<file path="src/rtl/forward_hazard_unit_if.sv">
// forward_hazard_unit_if
//   Groups the pipeline-hazard signals exchanged with forward_hazard_unit.
//   master : pipeline side (drives register addresses/flags, receives controls)
//   slave  : hazard unit side
// Signals:
//   id_src/idex_src          source register addresses, operand i at [i*REG_AW +: REG_AW]
//   id_src_vld/idex_src_vld  per-operand "register is read" flags
//   idex/exmem/memwb_dst     destination register per stage
//   *_regwr, *_memrd         per-stage register-write enable and load flag
//   flush                    squash of IF/ID and ID/EX
//   fwd_sel                  per-operand forward select (2 bits each)
//   stall, bubble            hold PC/IF-ID, insert NOP into ID/EX
//   stall_cnt                stall cycle counter
interface forward_hazard_unit_if #(
  parameter int REG_AW  = 3,
  parameter int NUM_SRC = 2,
  parameter int CNT_W   = 16
);
  logic [NUM_SRC*REG_AW-1:0] id_src;
  logic [NUM_SRC*REG_AW-1:0] idex_src;
  logic [NUM_SRC-1:0]        id_src_vld;
  logic [NUM_SRC-1:0]        idex_src_vld;
  logic [REG_AW-1:0]         idex_dst;
  logic [REG_AW-1:0]         exmem_dst;
  logic [REG_AW-1:0]         memwb_dst;
  logic                      idex_regwr;
  logic                      exmem_regwr;
  logic                      memwb_regwr;
  logic                      idex_memrd;
  logic                      exmem_memrd;
  logic                      memwb_memrd;
  logic                      flush;
  logic [2*NUM_SRC-1:0]      fwd_sel;
  logic                      stall;
  logic                      bubble;
  logic [CNT_W-1:0]          stall_cnt;

  modport master (
    output id_src, idex_src, id_src_vld, idex_src_vld,
           idex_dst, exmem_dst, memwb_dst,
           idex_regwr, exmem_regwr, memwb_regwr,
           idex_memrd, exmem_memrd, memwb_memrd, flush,
    input  fwd_sel, stall, bubble, stall_cnt
  );

  modport slave (
    input  id_src, idex_src, id_src_vld, idex_src_vld,
           idex_dst, exmem_dst, memwb_dst,
           idex_regwr, exmem_regwr, memwb_regwr,
           idex_memrd, exmem_memrd, memwb_memrd, flush,
    output fwd_sel, stall, bubble, stall_cnt
  );
endinterface

</file>
<file path="src/rtl/forward_hazard_unit.sv">
// forward_hazard_unit
//   Operand forwarding select and load-use stall control for a 5-stage pipeline.
//   fwd_sel is purely combinational. A load-use hazard produces LU_STALL
//   consecutive stall+bubble cycles; flush cancels any stall immediately.
// Ports:
//   clk  rising-edge clock
//   rst  synchronous active-high reset
//   bus  forward_hazard_unit_if.slave (see interface file for signal list)
// Optional feature:
//   FWD_PERF_CNT_EN defined   -> saturating stall cycle counter on stall_cnt
//   FWD_PERF_CNT_EN undefined -> stall_cnt tied to zero, no counter flops
module forward_hazard_unit #(
  parameter int REG_AW   = 3,
  parameter int NUM_SRC  = 2,
  parameter int LU_STALL = 1,
  parameter int CNT_W    = 16
) (
  input  logic                 clk,
  input  logic                 rst,
  forward_hazard_unit_if.slave bus
);

  typedef enum logic {
    IDLE  = 1'b0,
    STALL = 1'b1
  } state_t;

  state_t               r_state;
  state_t               w_state_nxt;
  logic [2:0]           r_rem;
  logic [2:0]           w_rem_nxt;
  logic                 w_hazard;
  logic                 w_stall;
  logic                 w_bubble;
  logic [2*NUM_SRC-1:0] w_fwd_sel;

  // Youngest producer first; an EX/MEM load never forwards and falls
  // through to the MEM/WB checks.
  always_comb begin
    w_fwd_sel = '0;
    for (int unsigned i = 0; i < NUM_SRC; i++) begin
      if (bus.idex_src_vld[i] && bus.exmem_regwr && !bus.exmem_memrd &&
          bus.idex_src[i*REG_AW +: REG_AW] == bus.exmem_dst)
        w_fwd_sel[2*i +: 2] = 2'b10;
      else if (bus.idex_src_vld[i] && bus.memwb_regwr && bus.memwb_memrd &&
               bus.idex_src[i*REG_AW +: REG_AW] == bus.memwb_dst)
        w_fwd_sel[2*i +: 2] = 2'b11;
      else if (bus.idex_src_vld[i] && bus.memwb_regwr && !bus.memwb_memrd &&
               bus.idex_src[i*REG_AW +: REG_AW] == bus.memwb_dst)
        w_fwd_sel[2*i +: 2] = 2'b01;
    end
    if (rst)
      w_fwd_sel = '0;
  end

  always_comb begin
    w_hazard = 1'b0;
    for (int unsigned i = 0; i < NUM_SRC; i++) begin
      if (bus.id_src_vld[i] && bus.id_src[i*REG_AW +: REG_AW] == bus.idex_dst)
        w_hazard = 1'b1;
    end
    if (!(bus.idex_memrd && bus.idex_regwr))
      w_hazard = 1'b0;
  end

  // The IDLE hazard cycle is the first stall cycle, so STALL only covers
  // the remaining LU_STALL-1 cycles.
  always_comb begin
    w_state_nxt = r_state;
    w_rem_nxt   = r_rem;
    w_stall     = 1'b0;
    w_bubble    = 1'b0;
    if (bus.flush) begin
      w_bubble    = 1'b1;
      w_state_nxt = IDLE;
      w_rem_nxt   = '0;
    end else begin
      case (r_state)
        IDLE: begin
          if (w_hazard) begin
            w_stall  = 1'b1;
            w_bubble = 1'b1;
            if (LU_STALL > 1) begin
              w_state_nxt = STALL;
              w_rem_nxt   = 3'(LU_STALL - 1);
            end
          end
        end
        STALL: begin
          w_stall   = 1'b1;
          w_bubble  = 1'b1;
          w_rem_nxt = r_rem - 3'd1;
          if (r_rem <= 3'd1) begin
            w_state_nxt = IDLE;
            w_rem_nxt   = '0;
          end
        end
        default: begin
          w_state_nxt = IDLE;
          w_rem_nxt   = '0;
        end
      endcase
    end
    if (rst) begin
      w_state_nxt = IDLE;
      w_rem_nxt   = '0;
      w_stall     = 1'b0;
      w_bubble    = 1'b0;
    end
  end

  always_ff @(posedge clk) begin
    if (rst) begin
      r_state <= IDLE;
      r_rem   <= '0;
    end else begin
      r_state <= w_state_nxt;
      r_rem   <= w_rem_nxt;
    end
  end

  assign bus.fwd_sel = w_fwd_sel;
  assign bus.stall   = w_stall;
  assign bus.bubble  = w_bubble;

`ifdef FWD_PERF_CNT_EN
  logic [CNT_W-1:0] r_stall_cnt;

  always_ff @(posedge clk) begin
    if (rst)
      r_stall_cnt <= '0;
    else if (w_stall && r_stall_cnt != '1)
      r_stall_cnt <= r_stall_cnt + CNT_W'(1);
  end

  assign bus.stall_cnt = r_stall_cnt;
`else
  assign bus.stall_cnt = {CNT_W{1'b0}};
`endif

endmodule

</file>
<file path="src/flat_wrapper.sv">
// flat-port wrapper written by rule: the top's interface ports become plain ports
module forward_hazard_unit_flat 
#(
  parameter int REG_AW   = 3,
  parameter int NUM_SRC  = 2,
  parameter int LU_STALL = 1,
  parameter int CNT_W    = 16
)
  (clk, rst, bus_id_src, bus_idex_src, bus_id_src_vld, bus_idex_src_vld, bus_idex_dst, bus_exmem_dst, bus_memwb_dst, bus_idex_regwr, bus_exmem_regwr, bus_memwb_regwr, bus_idex_memrd, bus_exmem_memrd, bus_memwb_memrd, bus_flush, bus_fwd_sel, bus_stall, bus_bubble, bus_stall_cnt);
  forward_hazard_unit_if #(.REG_AW(REG_AW), .NUM_SRC(NUM_SRC), .CNT_W(CNT_W)) bus_i ();
  input  logic clk;
  input  logic rst;
  input wire logic [$bits(bus_i.id_src)-1:0] bus_id_src;
  input wire logic [$bits(bus_i.idex_src)-1:0] bus_idex_src;
  input wire logic [$bits(bus_i.id_src_vld)-1:0] bus_id_src_vld;
  input wire logic [$bits(bus_i.idex_src_vld)-1:0] bus_idex_src_vld;
  input wire logic [$bits(bus_i.idex_dst)-1:0] bus_idex_dst;
  input wire logic [$bits(bus_i.exmem_dst)-1:0] bus_exmem_dst;
  input wire logic [$bits(bus_i.memwb_dst)-1:0] bus_memwb_dst;
  input wire logic [$bits(bus_i.idex_regwr)-1:0] bus_idex_regwr;
  input wire logic [$bits(bus_i.exmem_regwr)-1:0] bus_exmem_regwr;
  input wire logic [$bits(bus_i.memwb_regwr)-1:0] bus_memwb_regwr;
  input wire logic [$bits(bus_i.idex_memrd)-1:0] bus_idex_memrd;
  input wire logic [$bits(bus_i.exmem_memrd)-1:0] bus_exmem_memrd;
  input wire logic [$bits(bus_i.memwb_memrd)-1:0] bus_memwb_memrd;
  input wire logic [$bits(bus_i.flush)-1:0] bus_flush;
  output wire logic [$bits(bus_i.fwd_sel)-1:0] bus_fwd_sel;
  output wire logic [$bits(bus_i.stall)-1:0] bus_stall;
  output wire logic [$bits(bus_i.bubble)-1:0] bus_bubble;
  output wire logic [$bits(bus_i.stall_cnt)-1:0] bus_stall_cnt;
  assign bus_i.id_src = bus_id_src;
  assign bus_i.idex_src = bus_idex_src;
  assign bus_i.id_src_vld = bus_id_src_vld;
  assign bus_i.idex_src_vld = bus_idex_src_vld;
  assign bus_i.idex_dst = bus_idex_dst;
  assign bus_i.exmem_dst = bus_exmem_dst;
  assign bus_i.memwb_dst = bus_memwb_dst;
  assign bus_i.idex_regwr = bus_idex_regwr;
  assign bus_i.exmem_regwr = bus_exmem_regwr;
  assign bus_i.memwb_regwr = bus_memwb_regwr;
  assign bus_i.idex_memrd = bus_idex_memrd;
  assign bus_i.exmem_memrd = bus_exmem_memrd;
  assign bus_i.memwb_memrd = bus_memwb_memrd;
  assign bus_i.flush = bus_flush;
  assign bus_fwd_sel = bus_i.fwd_sel;
  assign bus_stall = bus_i.stall;
  assign bus_bubble = bus_i.bubble;
  assign bus_stall_cnt = bus_i.stall_cnt;
  forward_hazard_unit #(.REG_AW(REG_AW), .NUM_SRC(NUM_SRC), .LU_STALL(LU_STALL), .CNT_W(CNT_W)) u_core (.clk(clk), .rst(rst), .bus(bus_i));
endmodule
</file>
<file path="config.mk">
export PLATFORM = sky130hd
export DESIGN_NAME = forward_hazard_unit_flat
export DESIGN_NICKNAME = d
export VERILOG_FILES = /design/src/rtl/forward_hazard_unit_if.sv /design/src/rtl/forward_hazard_unit.sv /design/src/flat_wrapper.sv
export SDC_FILE = /design/constraint.sdc
export NUM_CORES = 1
export LEC_CHECK = 0
export CAP_MARGIN = 20
export CORE_MARGIN = 5
export CORE_UTILIZATION = 33
export CTS_CLUSTER_DIAMETER = 100
export CTS_CLUSTER_SIZE = 20
export DETAILED_ROUTE_END_ITERATION = 8
export GPL_ROUTABILITY_DRIVEN = 0
export HOLD_SLACK_MARGIN = 0.15
export PLACE_DENSITY = 0.85
export SYNTH_ARGS = -nofsm -noshare
export SYNTH_HDL_FRONTEND = slang
export SYNTH_SLANG_ARGS = --single-unit
</file>
<file path="constraint.sdc">
create_clock -name clk -period 1.9 [get_ports clk]
set_clock_uncertainty 0.05 [all_clocks]
set_input_delay 0.475 -clock clk [delete_from_list [all_inputs] [get_ports clk]]
set_output_delay 0.475 -clock clk [all_outputs]
set_load 0.02 [all_outputs]
</file>
==> results.py <==
metrics = {
    "yosys": {
        "synth_xor_area_share_pct": 25.30,
        "syn_area_per_cell_um2": 7.887,
        "synth_flop_cell": "dfxtp_1",
        "netlist_area_um2": 623.1,
        "synth_top_area_share_pct": 19.28,
        "yosys_register_bits": 4,
        "synth_cell_types": 26,
        "yosysTopAreaCell": "buf_4",
        "post_synth_most_frequent_cells": "16 x buf_4, 11 x xor2_1, 7 x xnor2_1",
        "synth.yosys.warnings": 0,
        "ys_seq_area_share_pct": 12.85,
        "synthMuxAreaShare_pct": 1.807,
        "synth.most_common_cell": "buf_4",
        "async_reset_ff_share_pct": 0,
        "synthTopCellsByArea": "buf_4 19%, xor2_1 15%, dfxtp_1 13%",
        "synth_edf_count": 0,
        "synth-simple-area-share_pct": 23.90,
        "synth_fa_ha_area_share_pct": 4.016,
        "postSynthCellCount": 79,
        "synth_compound_area_share_pct": 9.839,
        "synth_top_family_by_area": "XOR/XNOR gates",
    },
    "critical_path": {
        "critical-path-max-stage-delay_ns": 0.34,
        "path_cells": "buf_6 > nand3b_1 > nor4_4 > a21oi_1 > nor2_1 > buf_4",
        "worstPathMaxFanout": 2,
        "end_kind": "primary output",
        "reg2reg_setup_slack_ns": 0.53,
        "worstPathArrival_ns": 1.44,
        "cp-start-kind": "input pin",
        "crit_path_start": "bus_exmem_memrd",
        "critPathSlowestCell": "nor4_4",
        "reg2reg_from": "u_core.r_rem[1]",
        "worstSetupPathType": "in -> out",
        "critPathRequiredTime_ns": 1.37,
    },
    "timing": {
        "finalCriticalPeriod_ns": 1.970,
        "finalCritPeriodShare_pct": 103.7,
        "setup_violations": 3,
        "setup_ws_ns": -0.06953,
        "holdWs_ns": 0.4803,
        "rsz0062_at_grt": "yes",
        "slew_violations": 0,
        "max_freq_mhz": 507.7,
        "hold_violations": 0,
    },
    "global_route": {
        "antenna_found_initial": 0,
        "grt_pass1_vias": 752,
        "grtUsageTotal_pct": 14.32,
        "grt_pass1_wl_mm": 2.960,
        "grt.overflow.total": 0,
        "grt_max_degree": 9,
    },
    "min_path": {
        "hold_start": "u_core.r_rem[2]",
        "hold_class": "reg -> reg",
    },
    "clock_network": {
        "ctsHoldBuffers": 0,
        "cts_buffer_depth": 2,
        "clk_pin_slew_ns": 0.04,
        "worstSkewPairLatency_ns": 0.23,
        "cts_sinks": 4,
        "cts_tree": "done",
        "cts_root_buffer": "clkbuf_4",
        "cts_inserted_buffers": 3,
        "htreeDepth": 1,
    },
    "floorplan": {
        "core_um2": 1764,
        "num_io_pins": 56,
        "start_util_pct": 35.32,
        "rows": 15,
        "die_area_um2": 2857,
        "die_w_um": 53.46,
        "die_y_um": 53.46,
    },
    "drt": {
        "routed-via-count": 655,
        "route.detailed.drc": 0,
        "dr.pass1.iters": 4,
        "postRouteAntennaNets": 0,
        "vias_per_cell": 4.338,
        "drtIter0Drc": 6,
        "avgRoutedWirePerCell_um": 12.66,
        "totalWireLength_mm": 1.912,
    },
    "job": {
        "maxCapViolations": 0,
    },
    "placement": {
        "dp.cells": 146,
        "place_ws_ns": -0.9066,
        "place_hpwl_mm": 1.638,
        "portBuffers": 39,
    },
    "final_layout": {
        "register_area_um2": 80.08,
        "utilization_pct": 61.35,
        "finalNonFillerCells": 151,
        "area_growth_pct": 73.69,
        "drive_gt1_share_pct": 45.24,
        "n_antenna_cell": 0,
        "multiInputGateArea_um2": 568.0,
        "fillCellCount": 180,
        "nets": 164,
    },
    "power_and_ir_drop": {
        "vdd_drop_max_mv": 0.1977,
        "powerDensity_nw_per_um2": 353.2,
        "total_power_uw": 382.2,
        "p_leak_uw": 0.0005055,
    },
    "status": {
        "failed_checks": "negative setup slack",
        "status": "finished, violations left",
    },
}
[logic make-up after synthesis]
group / after synthesis
AND/OR/NAND/NOR: 24
buffers and inverters: 20
XOR/XNOR: 18
AO/OA/AOI/OAI: 9
flip-flops: 4
adder cells (fa/ha/maj): 2
other: 1
multiplexers: 1
[power by group]
part / switching (uW) / total [uW] / internal [uW] / leakage, uW
Combinational: 102 / 195 / 92.8 / 0.000460
Sequential: 0 / 84.5 / 84.5 / 0.0000322
Clock: 32.3 / 103 / 70.5 / 0.0000138
[layer usage]
layer / global-route usage (%) / part of all wire (%) / up-vias
met5: 0 / 0 / -
met4: 8.936 / 3.1 / 0
met3: 5.070 / 11 / 8
met2: 25.92 / 52 / 42
met1: 13.43 / 33 / 279
li1: - / - / 326
[through the flow]
step / setup TNS, ns / instance area, um2
final: -0.1865 / 1082
after global routing: -0.5039 / 1082
after CTS: -0.1128 / 999.7
after floorplan: 0 / 679.4
after global placement: -4.952 / 1015
after detailed placement: -5.074 / 1015
[flip-flops by register name, summed over array words and instances, names as in the netlist]
name and cells:
u_core.r_state 1, u_core.r_rem 3
[area by class of cell]
class	instances	share of cell area (%)
Multi-Input combinational cell	70	52.49
Timing Repair Buffer	46	34.10
Clock buffer	3	2.081
Sequential cell	4	7.399
Tap cell	25	2.890
Inverter	3	1.040
[worst max-delay path: cells and delay by family]
kind | cells | cell delay [ns]
buf+inv | 2 | 0.24
compound gates | 1 | 0.07
simple gates | 3 | 0.67
[path summary, 6_finish.rpt]
check | end | cells past startpoint
setup reg to reg | u_core.r_rem[0] | 6
hold reg to reg | u_core.r_rem[2] | 2
setup / recovery | bus_fwd_sel[1] | 6
hold / removal | u_core.r_rem[2] | 2
[layout by cell type, fill, tap and decap left out, types with 4 or more instances in the layout]
cell	instances
nor2_1	5
clkbuf_2	4
buf_6	10
buf_2	13
buf_4	9
dlygate4sd2_1	5
xnor2_2	4
dfxtp_1	4
xor2_1	8
conb_1	16
[what timing repair did]
item,CTS,global route
setup buffers,2,0
endpoints found under the setup margin,6,6
pin swaps,30,8
resized for setup,139,22
(Power assumes the default switching activity.)
